<file path="src/rtl/fb_pkg.sv">
// Shared definitions for the feedback-bus framing path: header layout,
// default magic, checker state encoding and the buffered word type.
package fb_pkg;

  localparam int unsigned FB_MAGIC_HI = 31;
  localparam int unsigned FB_MAGIC_LO = 24;
  localparam int unsigned FB_TYPE_HI  = 23;
  localparam int unsigned FB_TYPE_LO  = 16;
  localparam int unsigned FB_LEN_HI   = 15;
  localparam int unsigned FB_LEN_LO   = 0;

  localparam logic [7:0] FB_MAGIC = 8'hFB;

  typedef enum logic [1:0] {
    HDR,
    BODY,
    DROP
  } fb_chk_state_t;

  typedef struct packed {
    logic [31:0] data;
    logic        last;
  } fb_word_t;

endpackage

</file>
<file path="src/rtl/fb_skid_buf.sv">
// Two-entry ready/valid register cut carrying fb_word_t. The output word is
// a register (one-cycle latency when empty); a second register absorbs the
// word in flight when downstream stalls. not_full is registered so upstream
// ready never depends combinationally on out_ready.
module fb_skid_buf
  import fb_pkg::*;
(
  input  logic     clk,
  input  logic     rst,
  input  fb_word_t in_word,
  input  logic     in_valid,
  output logic     not_full,
  output fb_word_t out_word,
  output logic     out_valid,
  input  logic     out_ready
);

  logic [1:0] count;
  logic [1:0] count_nxt;
  logic       push;
  logic       pop;
  fb_word_t   skid;

  // Occupancy bookkeeping for the two entries.
  always_comb begin
    push      = in_valid & not_full;
    pop       = out_valid & out_ready;
    count_nxt = count + {1'b0, push} - {1'b0, pop};
  end

  // Entry storage; out_word only changes when empty or on a pop, so it holds
  // stable under backpressure.
  always_ff @(posedge clk) begin
    if (rst) begin
      count     <= '0;
      not_full  <= 1'b1;
      out_valid <= 1'b0;
      out_word  <= '0;
      skid      <= '0;
    end else begin
      count     <= count_nxt;
      not_full  <= (count_nxt != 2'd2);
      out_valid <= (count_nxt != 2'd0);
      if (count == 2'd2) begin
        if (pop) out_word <= skid;
      end else if (push) begin
        if (count == 2'd0 || pop) out_word <= in_word;
        else                      skid     <= in_word;
      end
    end
  end

endmodule

</file>
<file path="src/rtl/fb_frame_check.sv">
// Framing checker: validates packet headers, forwards good packets with a
// regenerated last, truncates runts, cuts overlong packets at the declared
// length, drops bad headers, and keeps saturating per-class counters.
module fb_frame_check
  import fb_pkg::*;
#(
  parameter logic [7:0]  MAGIC   = FB_MAGIC,
  parameter int unsigned MAX_LEN = 1024,
  parameter int unsigned CNT_W   = 16
) (
  input  logic             clk,
  input  logic             rst,
  input  logic [31:0]      t_data,
  input  logic             t_valid,
  input  logic             t_last,
  output logic             t_ready,
  output logic [31:0]      i_data,
  output logic             i_valid,
  output logic             i_last,
  input  logic             i_ready,
  output logic [CNT_W-1:0] pkt_cnt,
  output logic [CNT_W-1:0] runt_cnt,
  output logic [CNT_W-1:0] long_cnt,
  output logic [CNT_W-1:0] badhdr_cnt
);

  fb_chk_state_t state;
  logic [15:0]   rem;
  logic [15:0]   hdr_len;
  logic          hdr_good;
  logic          beat;
  logic          fwd;
  logic          fwd_last;
  logic          skid_not_full;
  fb_word_t      fwd_word;
  fb_word_t      out_word;

  function automatic logic [CNT_W-1:0] sat_inc(input logic [CNT_W-1:0] c);
    return (c == '1) ? c : c + 1'b1;
  endfunction

  // rst gating keeps t_ready low for the whole reset interval, while the
  // registered not_full (reset to 1) lets it rise as soon as rst drops.
  assign t_ready = ~rst & ((state == DROP) | skid_not_full);
  assign beat    = t_valid & t_ready;

  // Header decode and forwarding decision for the current input word.
  always_comb begin
    hdr_len  = t_data[FB_LEN_HI:FB_LEN_LO];
    hdr_good = (t_data[FB_MAGIC_HI:FB_MAGIC_LO] == MAGIC) &&
               (32'(hdr_len) <= MAX_LEN);
    fwd      = 1'b0;
    fwd_last = 1'b0;
    case (state)
      HDR: begin
        fwd      = beat & hdr_good;
        fwd_last = (hdr_len == 16'd0) | t_last;
      end
      BODY: begin
        fwd      = beat;
        fwd_last = (rem == 16'd1) | t_last;
      end
      default: ;
    endcase
    fwd_word = '{data: t_data, last: fwd_last};
  end

  // Framing state machine, remaining-length tracker and status counters.
  always_ff @(posedge clk) begin
    if (rst) begin
      state      <= HDR;
      rem        <= '0;
      pkt_cnt    <= '0;
      runt_cnt   <= '0;
      long_cnt   <= '0;
      badhdr_cnt <= '0;
    end else if (beat) begin
      case (state)
        HDR: begin
          if (!hdr_good) begin
            badhdr_cnt <= sat_inc(badhdr_cnt);
            state      <= t_last ? HDR : DROP;
          end else if (hdr_len == 16'd0) begin
            if (t_last) begin
              pkt_cnt <= sat_inc(pkt_cnt);
            end else begin
              long_cnt <= sat_inc(long_cnt);
              state    <= DROP;
            end
          end else if (t_last) begin
            runt_cnt <= sat_inc(runt_cnt);
          end else begin
            rem   <= hdr_len;
            state <= BODY;
          end
        end
        BODY: begin
          rem <= rem - 16'd1;
          if (rem == 16'd1) begin
            if (t_last) begin
              pkt_cnt <= sat_inc(pkt_cnt);
              state   <= HDR;
            end else begin
              long_cnt <= sat_inc(long_cnt);
              state    <= DROP;
            end
          end else if (t_last) begin
            runt_cnt <= sat_inc(runt_cnt);
            state    <= HDR;
          end
        end
        DROP: begin
          if (t_last) state <= HDR;
        end
        default: state <= HDR;
      endcase
    end
  end

  fb_skid_buf u_skid (
    .clk      (clk),
    .rst      (rst),
    .in_word  (fwd_word),
    .in_valid (fwd),
    .not_full (skid_not_full),
    .out_word (out_word),
    .out_valid(i_valid),
    .out_ready(i_ready)
  );

  assign i_data = out_word.data;
  assign i_last = out_word.last;

endmodule

</file>
<file path="config.mk">
export PLATFORM = sky130hd
export DESIGN_NAME = fb_frame_check
export DESIGN_NICKNAME = d
export VERILOG_FILES = /design/src/rtl/fb_pkg.sv /design/src/rtl/fb_skid_buf.sv /design/src/rtl/fb_frame_check.sv
export SDC_FILE = /design/constraint.sdc
export NUM_CORES = 1
export LEC_CHECK = 0
export ABC_AREA = 0
export BUFFER_PORTS_ARGS = -buffer_cell sky130_fd_sc_hd__clkbuf_2
export CAP_MARGIN = 20
export CORE_MARGIN = 4
export CORE_UTILIZATION = 56
export CTS_CLUSTER_DIAMETER = 60
export CTS_CLUSTER_SIZE = 14
export DETAILED_ROUTE_END_ITERATION = 16
export GPL_ROUTABILITY_DRIVEN = 0
export GPL_TIMING_DRIVEN = 0
export PLACE_DENSITY = 0.8
export SETUP_SLACK_MARGIN = 0.05
export SLEW_MARGIN = 20
export SYNTH_ARGS = -nofsm -noshare
export SYNTH_HDL_FRONTEND = slang
export SYNTH_SLANG_ARGS = --single-unit
</file>
<file path="constraint.sdc">
create_clock -name clk -period 3.09 [get_ports clk]
set_input_delay 0.309 -clock clk [delete_from_list [all_inputs] [get_ports clk]]
set_output_delay 0.309 -clock clk [all_outputs]
set_load 0.03 [all_outputs]
</file>
=== After elaboration in Yosys (flattened, before gate mapping) ===
Cells that the tools add are included.

* Add/subtract/negate cells: 7
* $mul: 0
* Divide/modulo/power cells: 0
* Order comparisons: 1
* Equality and inequality tests: 18
* Shift operators: 0
* Muxes and demuxes: 36
* Bitwise operators: 13
* Reduce and logical (&&, ||, !) cells: 16

{| class="wikitable"
|+ Operators by type and width
! operator !! count
|-
| 16-bit 2-to-1 mux || 18
|-
| 33-bit 2-to-1 mux || 4
|-
| 16-bit case mux with 2 select lines || 4
|-
| 16-bit by 1-bit adder with 16-bit output, second input constant || 4
|-
| 16-bit == test, second input constant || 4
|-
| 16-bit by 1-bit == test with 1-bit output, second input constant || 1
|-
| 16-bit by 11-bit <= comparator with 1-bit output, second input constant || 1
|-
| 16-bit zero test || 1
|-
| 16-bit by 1-bit subtractor with 16-bit output, second input constant || 1
|-
| 5-bit AND reduction || 3
|-
| 2-bit 2-to-1 mux || 7
|-
| 2-bit != test, second input constant || 7
|-
| 8-bit == test, second input constant || 1
|-
| 2-bit nonzero test || 4
|-
| 2-bit case mux with 3 select lines || 1
|-
| 3-bit AND reduction || 2
|-
| 1-bit bitwise AND || 5
|-
| 1-bit inverter || 5
|-
| 2-bit == test, second input constant || 2
|-
| 2-bit zero test || 2
|-
| 1-bit case mux with 2 select lines || 2
|-
| 4-bit AND reduction || 1
|-
| 3-bit != test, second input constant || 1
|-
| 1-bit OR || 3
|-
| 7 further kinds || 7
|}

* Bits in registers: 152
* Latch bits: 0
* RAM bits: 0
* Memory bits (read-only): 0
* Output and inout port bits: 99
* Word-level logic and storage cells: 104
* Memories kept: 0

=== Logic depth before layout (Yosys ltp) ===
* Depth after elaboration: 10
* Gate-level depth with buffers: 10

=== By module ===
A second synthesis with hierarchy kept.

* Cell total of the unflattened synthesis: 907
* Area total of the unflattened synthesis: 7478.4 um^2

{| class="wikitable"
|+ Modules (own cells, without submodules)
! module !! times used !! cells each !! area an instance (um^2) !! sequential area each (um^2)
|-
| fb_frame_check || 1 || 581 || 4465.5 || 1641.6
|-
| fb_skid_buf || 1 || 326 || 3012.9 || 1401.3
|}

=== Worst setup path after synthesis ===
OpenSTA, ideal clock, no wires.

* Path kind: in2reg
* Start point: in t_data[12]
* End point: reg runt_cnt[5]
* Setup time: 0.135 ns
* Arrival: 2.360 ns
* Data required time: 2.955 ns
* Path slack: 0.595 ns
* Cell stages on the path: 7
* Cell sequence: or4_4 > or4_4 > a2bb2oi_4 > o211ai_2 > buf_2 > o311ai_0 > o41ai_1

* Word-level cells in the longest chain between the ends: 4

{| class="wikitable"
|+ RTL lines
! what !! line !! RTL
|-
| from (decl) || fb_frame_check.sv:13 || <nowiki>input logic [31:0] t_data,</nowiki>
|-
| 16-bit by 11-bit <= comparator with 1-bit output || fb_frame_check.sv:51 || <nowiki>(32'(hdr_len) <= MAX_LEN);</nowiki>
|-
| 1-bit logical AND || fb_frame_check.sv:50 || <nowiki>hdr_good = (t_data[FB_MAGIC_HI:FB_MAGIC_LO] == MAGIC) &&</nowiki>
|-
| 2-bit != test (no source line) || n/a ||
|-
| 5-bit AND reduction (no source line) (*) || n/a ||
|-
| to (signal assigned) || fb_frame_check.sv:91 || <nowiki>runt_cnt <= sat_inc(runt_cnt);</nowiki>
|-
| to (signal assigned) || fb_frame_check.sv:108 || <nowiki>runt_cnt <= sat_inc(runt_cnt);</nowiki>
|-
| to (decl) || fb_frame_check.sv:22 || <nowiki>output logic [CNT_W-1:0] runt_cnt,</nowiki>
|}

Every way passes the cells marked *; elsewhere a longest branch is shown, timed or not.
A chain may end at the register's enable or synchronous reset.

=== Final worst setup path ===
* Start point: reg state[1]
* End point: reg runt_cnt[5]

* Word-level cells in the longest chain between the ends: 5

{| class="wikitable"
|+ RTL lines
! what !! line !! RTL
|-
| from (decl) || fb_frame_check.sv:27 || <nowiki>fb_chk_state_t state;</nowiki>
|-
| from (signal assigned) || fb_frame_check.sv:82 || <nowiki>state <= t_last ? HDR : DROP;</nowiki>
|-
| 2-bit == test || fb_frame_check.sv:44 || <nowiki>assign t_ready = ~rst & ((state == DROP) | skid_not_full);</nowiki>
|-
| 1-bit OR || fb_frame_check.sv:44 ||
|-
| 1-bit bitwise AND || fb_frame_check.sv:44 ||
|-
| 1-bit bitwise AND || fb_frame_check.sv:45 || <nowiki>assign beat = t_valid & t_ready;</nowiki>
|-
| 5-bit AND reduction (no source line) || n/a ||
|}

Parallel ways exist; a longest one is shown, timed or not.

==> metrics <==
# diodes 0; drt initial violations 491; CTS Buf Count 17; largest net degree at the start of global routing 17; Initial DRT Pass Iterations 5; Async S/R FF share, synth 0%; die height 121 um; CP Class reg -> reg; clk_lat worst skew 0.43 ns; R2R cell count 8; headroom to the max-slew limit between 40 and 50%; M3 GR Usage about 6.1%; CTS HTree Levels 4; Crit path arrival time roughly 3 ns; Final Worst Setup Slack around 0.40 ns; Max VDD drop between 0.4 and 0.5 mV; vias in the first global route ~6000; via count slightly below 7000; Place WS ~0.17 ns; Net Sw Power ~1.0 mW; CTS Sinks 152; Setup crit end kind flip-flop; final-layout fill cell count roughly 1000; commonest non-fill, non-tap cell in the layout dfxtp_1; post-DP HPWL approximately 13 mm; Area growth syn-to-layout 20.3%; Reg2Reg Setup Slack roughly 0.4 ns; WP data required between 3 and 4 ns; Unique masters post-synth 59; crit-path max FO 10; met2 Use GR a little over a third; WL final 18.6 mm; Synth Instances 840; crit-path max cell delay approximately 0.44 ns; crit path cell chain clkbuf_1, nor2b_1, o211ai_1, a311oi_1, o211ai_2, buf_2, o311ai_0, o41ai_1; initial antenna violation count 0; Layout Nets 1038; Die ar. about 15000 um2; Synth Area per Inst ~8.6 um2; internal power between 3 and 4 mW; Row Count a little over 40; Finish-stage setup viols 0; R2R Path End runt_cnt[5]; Overall Global Routing Usage about 25%; setup TNS 0 ns; Mapped Area between 7000 and 8000 um2; DRT antenna net count 0; share of layout cells above drive strength 1 between 10% and 20%; # DRC 0; final instance area 8640 um2; clock network power share a little under half; Placeable Area 12600 um2; area post-placement between 8000 and 9000 um2; RSZ-0062 raised after global routing false; Buffers & Inverters on Critical Path 2; Initial Utilization 57.2%; Hold Vio Cnt, Final 0; Fin Clk Skew ~0.011 ns; Clock Tree Buf Depth 2; grt met1 use a little over a third; CP Launch Point state[1]; CP Depth 8; FMAX ~370 MHz; first-pass GRT wire length ~30 mm; startpoint type of the worst setup path flip-flop; worst r2r src state[1]; Comb pwr share 7.5%; fin. max-slew vios 0; area taken by multi-input logic gates just under 4000 um2; flops & latches, synth 152; fin crit share 87.2%; Hold Crit Class in -> reg; commonest non-fill, non-tap cells in the layout 152 x dfxtp_1, 135 x clkbuf_2, 114 x nor2_1; average wire per standard cell around 16 um; Post-Syn Nets a little under 900; outcome completed; Leakage around 3.8 nW; Final Critical Period 2.69 ns; Ys Warns 0; Worst Tran Pin Value a little under 0.8 ns; root buf cell clkbuf_16; register area share after synthesis between 40 and 50%; total grt overflow 0; Top Usage Layer GRT met2; Worst-path clk slew around 0.06 ns; Sw Ratio roughly a quarter; Port Buffers 134; Sequential Area just over 3000 um2; sequential fraction of design power a little under half; EDFF count, synth 0; Top delay family on crit path compound AO/OA/AOI/OAI gates; CTS tree yes; Vias/cell 5.83; max cap viols 0; # IOs approximately 140; crit path to runt_cnt[5]; most frequently used flop master after synthesis dfxtp_1; P per Cell Area about 500 nW/um2; Die Wd around 120 um; Slowest-stage cell, CP a311oi_1
-- sequential cells by signal (all words and copies together), names as in the netlist --
register          flops
pkt_cnt              16
rem                  16
u_skid.out_word      33
u_skid.skid          33
u_skid.not_full       1
state                 2
runt_cnt             16
u_skid.out_valid      1
u_skid.count          2
long_cnt             16
badhdr_cnt           16
-- Yosys cell counts, types with 4 or more instances --
master,n,share of area (%)
or3_1,21,1.8
nor3_1,19,1.3
ha_1,8,1.4
nor2_1,114,6.0
nand2b_1,4,0.35
clkbuf_1,45,2.4
o31ai_1,22,2.3
o21ai_0,37,2.6
or4_1,21,2.2
nor4_1,7,0.61
xor2_1,5,0.61
buf_2,4,0.28
nand4_1,19,1.7
inv_1,16,0.84
a21oi_1,65,4.5
and2_1,4,0.35
o41ai_1,4,0.49
nand3_1,29,2.0
dfxtp_1,152,42
o21a_1,4,0.42
xnor2_1,13,1.6
and3_1,13,1.1
nand2_1,57,3.0
a211oi_1,34,3.6
mux2i_1,72,10
-- cell type report --
| cell class | count | area share (%) |
|---|---|---|
| Timing Repair Buffer | 134 | 7.76 |
| Tap cell | 172 | 2.49 |
| Multi-Input combinational cell | 619 | 44.9 |
| Clock inverter | 7 | 0.782 |
| Inverter | 17 | 0.738 |
| Clock buffer | 24 | 5.80 |
| Buffer | 52 | 2.37 |
| Sequential cell | 152 | 35.2 |
-- through the flow --
stage	utilization, %	cells	hold WS, ns	total power [mW]
after floorplan	-	840	0.388	2.25
after global placement	64.2	1146	0.465	2.35
after detailed placement	64.2	1146	0.474	2.35
after CTS	68.7	1177	0.0849	4.33
after global routing	68.8	1177	0.114	4.44
final	68.8	1177	0.0966	4.31
-- kinds of logic (layout without fill, tap and decap cells) --
| family | Yosys count | count (layout) | share of synthesized area, % |
|---|---|---|---|
| xor+xnor | 18 | 18 | 2.19 |
| buf+inv | 69 | 234 | 3.74 |
| mux | 73 | 73 | 10.2 |
| fa+ha+maj | 8 | 8 | 1.39 |
| simple gates | 326 | 326 | 22.5 |
| flops | 152 | 152 | 42.4 |
| compound gates | 194 | 194 | 17.6 |
-- worst register-to-register path, stage by stage (launching register included) --
cell,delay (ns)
dfxtp_1,0.34
clkbuf_1,0.34
nor2b_1,0.23
o211ai_1,0.26
a311oi_1,0.44
o211ai_2,0.23
buf_2,0.24
o311ai_0,0.34
o41ai_1,0.13
-- repair_timing --
action	CTS	global route
hold buffers	0	0
hold endpoints to repair	0	0
buffers inserted	0	0
resized for setup	0	1
endpoints found under the setup margin	0	5
-- routing by layer --
metal	share of wire, %	vias to the layer above
li1	-	3372
met4	1.6	0
met2	44	278
met3	7.6	30
met5	0	-
met1	47	3186
-- power groups by stage --
stage | logic, mW | registers [mW] | clock network (mW)
after global placement | 0.318 | 2.03 | 0
after CTS | 0.323 | 1.99 | 2.02
after detailed placement | 0.321 | 2.03 | 0
after floorplan | 0.198 | 2.05 | 0
after global routing | 0.352 | 1.99 | 2.10
final | 0.324 | 1.99 | 1.99
-- how the worst min path moves through the flow --
stage	slack [ns]	cells past startpoint	end	start
after global placement	0.46	2	rem[14]	rem[14]
final	0.1	2	u_skid.count[0]	rst
after global routing	0.11	2	u_skid.count[0]	rst
after floorplan	0.39	1	u_skid.count[0]	rst
after detailed placement	0.47	2	rem[14]	rem[14]
after CTS	0.08	2	u_skid.count[0]	rst
(Power assumes the default switching activity.)
